## src/rtl/sqroot_hs_stage_pkg.sv

```systemverilog
`default_nettype none
// ============================================================================
// Module   : sqroot_hs_stage_pkg
// Purpose  : Shared types and constants for the handshaked square-root stage.
// Revision : 1.0 - initial release
// ============================================================================
package sqroot_hs_stage_pkg;

  // Radicand width and the root width it implies (max root is 16).
  localparam int NBITS  = 8;
  localparam int ROOT_W = NBITS / 2 + 1;

  // Settle counter width; holds SETTLE_CYCLES-1 for SETTLE_CYCLES up to 15.
  localparam int CNT_W  = 4;

  typedef enum logic [1:0] {
    IDLE   = 2'd0,
    SETTLE = 2'd1,
    DONE   = 2'd2
  } sqroot_hs_state_t;

endpackage : sqroot_hs_stage_pkg
`default_nettype wire

```

## src/rtl/sqroot_hs_stage_comb.sv

```systemverilog
`default_nettype none
// ============================================================================
// Module   : sqroot_comb_NBITS8
// Purpose  : Purely combinational 8-bit integer square root with optional
//            round-to-nearest.
// Revision : 1.0 - initial release
// ============================================================================
module sqroot_comb_NBITS8
  import sqroot_hs_stage_pkg::*;
(
  input  logic [NBITS-1:0]  arg,
  input  logic              roundup,
  output logic [ROOT_W-1:0] sqroot
);

  logic [ROOT_W-1:0]   root;
  logic [ROOT_W-1:0]   trial;
  logic [2*ROOT_W-1:0] trial_sq;
  logic [2*ROOT_W-1:0] half_point;
  logic [2*ROOT_W-1:0] arg_ext;

  // Bit-serial floor root (one trial bit per step, MSB first), then round up
  // when the radicand lies beyond r*r + r, i.e. past the midpoint to (r+1)^2.
  always_comb begin
    root       = '0;
    trial      = '0;
    trial_sq   = '0;
    arg_ext    = {{(2*ROOT_W-NBITS){1'b0}}, arg};
    for (int i = ROOT_W - 2; i >= 0; i--) begin
      trial    = root | (ROOT_W'(1) << i);
      trial_sq = {{ROOT_W{1'b0}}, trial} * {{ROOT_W{1'b0}}, trial};
      if (trial_sq <= arg_ext) begin
        root = trial;
      end
    end
    half_point = ({{ROOT_W{1'b0}}, root} * {{ROOT_W{1'b0}}, root})
               + {{ROOT_W{1'b0}}, root};
    if (roundup && (arg_ext > half_point)) begin
      root = root + ROOT_W'(1);
    end
    sqroot = root;
  end

endmodule : sqroot_comb_NBITS8
`default_nettype wire

```

## src/rtl/sqroot_hs_stage.sv

```systemverilog
`default_nettype none
// ============================================================================
// Module   : sqroot_hs_stage
// Purpose  : Valid/ready wrapper around the combinational square-root core.
//            Operands are latched on accept, the core is given SETTLE_CYCLES
//            cycles to settle, and the root is held until the consumer
//            takes it.
// Revision : 1.0 - initial release
// ============================================================================
module sqroot_hs_stage
  import sqroot_hs_stage_pkg::*;
#(
  parameter int SETTLE_CYCLES = 2
) (
  input  logic              clk,
  input  logic              rst_n,
  input  logic              in_valid,
  output logic              in_ready,
  input  logic [NBITS-1:0]  in_arg,
  input  logic              in_roundup,
  output logic              out_valid,
  input  logic              out_ready,
  output logic [ROOT_W-1:0] out_sqroot,
  output logic              busy,
  output logic [7:0]        result_cnt
);

  localparam logic [CNT_W-1:0] c_cnt_load = CNT_W'(SETTLE_CYCLES - 1);

  sqroot_hs_state_t  state_q, state_d;
  logic [CNT_W-1:0]  cnt_q, cnt_d;
  logic [NBITS-1:0]  arg_q, arg_d;
  logic              rnd_q, rnd_d;
  logic [ROOT_W-1:0] root_q, root_d;
  logic              out_valid_q, out_valid_d;
  logic              busy_q, busy_d;
  logic [7:0]        result_cnt_q, result_cnt_d;

  logic              accept;
  logic              handshake;
  logic [ROOT_W-1:0] core_root;

  // The core only ever sees the latched operand, so input wiggles while
  // settling cannot disturb the pending result.
  sqroot_comb_NBITS8 u_core (
    .arg     (arg_q),
    .roundup (rnd_q),
    .sqroot  (core_root)
  );

  assign in_ready   = (state_q == IDLE) | ((state_q == DONE) & out_ready);
  assign accept     = in_valid & in_ready;
  assign handshake  = out_valid_q & out_ready;

  assign out_valid  = out_valid_q;
  assign out_sqroot = root_q;
  assign busy       = busy_q;
  assign result_cnt = result_cnt_q;

  // Next-state logic: accept, settle countdown, capture and hand-off.
  always_comb begin
    state_d      = state_q;
    cnt_d        = cnt_q;
    arg_d        = arg_q;
    rnd_d        = rnd_q;
    root_d       = root_q;
    result_cnt_d = result_cnt_q;

    case (state_q)
      IDLE: begin
        if (accept) begin
          arg_d   = in_arg;
          rnd_d   = in_roundup;
          cnt_d   = c_cnt_load;
          state_d = SETTLE;
        end
      end
      SETTLE: begin
        if (cnt_q == '0) begin
          root_d  = core_root;
          state_d = DONE;
        end else begin
          cnt_d   = cnt_q - CNT_W'(1);
        end
      end
      DONE: begin
        if (out_ready) begin
          if (in_valid) begin
            // Consume and reload at the same edge: no idle bubble.
            arg_d   = in_arg;
            rnd_d   = in_roundup;
            cnt_d   = c_cnt_load;
            state_d = SETTLE;
          end else begin
            state_d = IDLE;
          end
        end
      end
      default: begin
        state_d = IDLE;
        cnt_d   = '0;
      end
    endcase

    if (handshake) begin
      result_cnt_d = result_cnt_q + 8'd1;
    end

    // Status outputs are registered alongside the state they describe.
    busy_d      = (state_d == SETTLE);
    out_valid_d = (state_d == DONE);
  end

  // State and datapath registers with synchronous active-low reset.
  always_ff @(posedge clk) begin
    if (!rst_n) begin
      state_q      <= IDLE;
      cnt_q        <= '0;
      arg_q        <= '0;
      rnd_q        <= 1'b0;
      root_q       <= '0;
      out_valid_q  <= 1'b0;
      busy_q       <= 1'b0;
      result_cnt_q <= '0;
    end else begin
      state_q      <= state_d;
      cnt_q        <= cnt_d;
      arg_q        <= arg_d;
      rnd_q        <= rnd_d;
      root_q       <= root_d;
      out_valid_q  <= out_valid_d;
      busy_q       <= busy_d;
      result_cnt_q <= result_cnt_d;
    end
  end

endmodule : sqroot_hs_stage
`default_nettype wire
```

## config.mk

```make
export PLATFORM = sky130hd
export DESIGN_NAME = sqroot_hs_stage
export DESIGN_NICKNAME = d
export VERILOG_FILES = /design/src/rtl/sqroot_hs_stage_pkg.sv /design/src/rtl/sqroot_hs_stage_comb.sv /design/src/rtl/sqroot_hs_stage.sv
export SDC_FILE = /design/constraint.sdc
export NUM_CORES = 1
export LEC_CHECK = 0
export BUFFER_PORTS_ARGS = -buffer_cell sky130_fd_sc_hd__buf_2
export CAP_MARGIN = 20
export CORE_MARGIN = 2
export CORE_UTILIZATION = 50
export CTS_CLUSTER_DIAMETER = 60
export DETAILED_ROUTE_END_ITERATION = 10
export PLACE_DENSITY_LB_ADDON = 0.2
export SLEW_MARGIN = 15
export SYNTH_ARGS = -nofsm -noshare
export SYNTH_HDL_FRONTEND = slang
export SYNTH_SLANG_ARGS = --single-unit
export TNS_END_PERCENT = 50
```

## constraint.sdc

```tcl
create_clock -name clk -period 16.1 [get_ports clk]
set_input_delay 2.415 -clock clk [delete_from_list [all_inputs] [get_ports clk]]
set_output_delay 2.415 -clock clk [all_outputs]
set_load 0.01 [all_outputs]
```

==> flow_summary_export.csv <==
group,metric,value,unit
run_status,outcome,"complete, no violations",
synth,ys_seq_area_frac,0.261,
drt,via_per_inst,5.42,
power,p_total,0.432,mW
global_route,grt_pass1_vias,1864,
setup_path,path_max_fanout,12,
timing,slew_headroom,0.505,
final_layout,fin_cells,354,
setup_path,r2r-start,"arg_q[5]",
global_route,grt.overflow.total,0,
global_route,grt_max_degree,25,
power,p_leak,1.23,nW
min_path,min_path_type,"flip-flop to flip-flop",
power,sw_frac_of_total,0.456,
die,rows,24,
timing,setup_viol_count_final,0,
synth,yosysUniqueCellTypes,43,
drt,dr.pass1.iters,5,
timing,fin_worst_skew,8.82,ps
power,peakVddDrop,0.0000835,V
drt,drtIter0Drc,102,
synth,yosys_most_used_dff,"dfxtp_1",
synth,yosys_warnings,0,
synth,synth_edf_count,0,
clock_network,cts_buffers,5,
power,power.switching,0.197,mW
run,maxCapViolCount,0,
timing,setup_tns,0,ps
final_layout,nets,355,
placement,gp_congestion,0.779,
timing,slew_violations,0,
die,die_x,71.8,um
die,coreArea,0.00438,mm^2
synth,syn_inst,270,
die,dieArea,0.00516,mm^2
drt,vias,1919,
clock_network,numClockSinks,30,
synth,ys_seq_elements,30,
setup_path,r2r_setup_slack,6470,ps
die,num_io_pins,29,
clock_network,cts_max_level,2,
drt,final_antenna_net_count,0,
timing,tightestPinTransition,742,ps
clock_network,clk_latency,280,ps
final_layout,n_antenna_cell,0,
clock_network,post_cts_resized,0,
setup_path,reg2reg_depth,40,
clock_network,clockBufferDepth,2,
min_path,hp-start,"out_sqroot[4]",
global_route,grt_pass1_wl,8040,um
setup_path,slowest_stage,"o32ai_2",
global_route,grt.total_usage,0.192,
clock_network,path_clk_slew,70,ps
clock_network,cts_tree,"done",
clock_network,cts-root-buf,"clkbuf_8",
placement,place.detailed.hpwl,3590,um
die,chipHeight,71.8,um
setup_path,start_kind,"flip-flop",
timing,setup_slack,6470,ps
power,sequentialPowerShare,0.196,
timing,period_share,0.598,
timing,max_freq,0.104,GHz
synth,synthesis.area,0.00230,mm^2
timing,hold_viol_final,0,
setup_path,cpPeakStageDelay,670,ps
clock_network,cts_setup_buffers,0,
global_route,antenna_found_initial,0,
placement,placedCellCount,346,
timing,rsz0062_at_grt,"no",
setup_path,critPathArrivalTime,9780,ps
min_path,hold_depth,2,
placement,portBuffers,28,
min_path,hold_path_end,"out_sqroot[4]",
setup_path,worstSetupPathType,"flip-flop to flip-flop",
power,power.density,167,mW/mm^2
final_layout,layout-drive-gt1-share,0.146,
power,clkPwrFrac,0.145,
setup_path,cpMostUsedCell,"ha_1",
clock_network,hold_buffers,0,
setup_path,reg2reg_to,"out_sqroot[2]",
setup_path,critPathRequiredTime,16250,ps
power,intPower,0.235,mW
timing,period_minus_slack,9630,ps
drt,wl,4570,um
synth,synthArstFlopShare,0,
setup_path,critPathCaptureType,"flip-flop",
synth,postSynthAreaPerCell,8.51,um^2
final_layout,syn_to_final_growth,12.4,%
drt,wire_per_inst,12.9,um
power,combPwrFrac,0.659,
synth,syn_nets,324,
die,initial_core_util,0.524,
placement,dp_slack,6470,ps
drt,drc_errors,0,
## worst max path at each step
stage / from / endpoint / slack (ps) / cells past startpoint
finish: arg_q[5] / out_sqroot[2] / 6470 / 40
global placement: arg_q[6] / out_sqroot[2] / 6720 / 40
global route: arg_q[4] / out_sqroot[4] / 5860 / 40
floorplan: arg_q[6] / out_sqroot[2] / 7120 / 38
detailed placement: arg_q[4] / out_sqroot[2] / 6470 / 40
CTS: arg_q[5] / out_sqroot[2] / 6450 / 40
## sequential cells by signal (all words and copies together), names as in the netlist
signal / cells
arg_q: 8
busy: 1
cnt_q: 4
out_sqroot: 5
out_valid: 1
result_cnt: 8
rnd_q: 1
state_q: 2
## cells in the mapped netlist (2+ instances only)
cell type   n  share of area
nor2_1     39          0.064
ha_1       38           0.21
dfxtp_1    30           0.26
inv_1      19          0.031
nand2_1    15          0.024
a21oi_1    13          0.028
xnor2_1    11          0.042
xor2_1     11          0.042
nand3_1    10          0.022
mux2i_1     8          0.035
a21o_1      7          0.023
o21ai_0     7          0.015
nand4_1     6          0.016
nor3_1      6          0.013
a211oi_1    4          0.013
clkbuf_1    4         0.0065
and2_1      3         0.0082
fa_1        3          0.026
nand2b_1    3         0.0082
o211ai_1    3         0.0098
a31oi_1     2         0.0054
nor2b_1     2         0.0054
nor4_1      2         0.0054
o21a_1      2         0.0065
o21bai_1    2         0.0065
or2_2       2         0.0054
or3_1       2         0.0054
## stage by stage
stage / instance area (um^2) / util / hold WS, ps
global route: 2580 / 0.589 / 507
global placement: 2490 / 0.567 / 454
floorplan: 2300 / - / 453
detailed placement: 2490 / 0.567 / 456
finish: 2580 / 0.589 / 462
CTS: 2580 / 0.589 / 465
## critical path: cells and delay by family, from the launching register on
kind,cells,cell delay [ps]
adders and majority gates,10,3060
AOI/OAI and AO/OA,11,2640
and+or+nand+nor,12,2160
xor gates and xnor gates,4,820
buffers and inverters,3,460
DFF,1,350
## routing by layer
layer	global-route usage	part of all wire	vias up
li1	-	-	1014
met1	0.259	0.51	855
met2	0.308	0.44	43
met3	0.0506	0.043	7
met4	0.0503	0.012	0
met5	0	0	-
## kinds of logic after synthesis
family / Yosys count / share of synthesized area
multiplexers: 8 / 0.0348
buffers and inverters: 25 / 0.0446
AND/OR/NAND/NOR: 97 / 0.204
adder cells (fa/ha/maj): 41 / 0.233
AO/OA/AOI/OAI: 47 / 0.139
XOR/XNOR: 22 / 0.0838
flip-flops: 30 / 0.261
## power groups by stage
stage               clock [mW]  sequential [mW]  combinational, mW
floorplan                    0           0.0860              0.222
global placement             0           0.0862              0.278
detailed placement           0           0.0864              0.285
CTS                     0.0645           0.0847              0.285
global route            0.0676           0.0854              0.327
finish                  0.0628           0.0847              0.285
## final cells by class
cell class	instances	area, um^2
fill	416	1800
multi-input combinational	215	1600
sequential	30	601
timing repair buffer	30	155
clock buffer	6	82.6
inverter	19	71.3
tap	52	65.1
clock inverter	2	12.5
## layout by cell type, fill, tap and decap left out, types with 3 or more instances in the layout
cell type and count:
nor2_1 39, ha_1 38, dfxtp_1 30, buf_2 28
inv_1 19, nand2_1 15, a21oi_1 13, xor2_1 11
xnor2_1 11, nand3_1 10, mux2i_1 8, a21o_1 7
o21ai_0 7, nor3_1 6, nand4_1 6, clkbuf_8 6
a211oi_1 4, nand2b_1 3, and2_1 3, o211ai_1 3
fa_1 3
No activity file was read; power rests on OpenSTA's default activity.
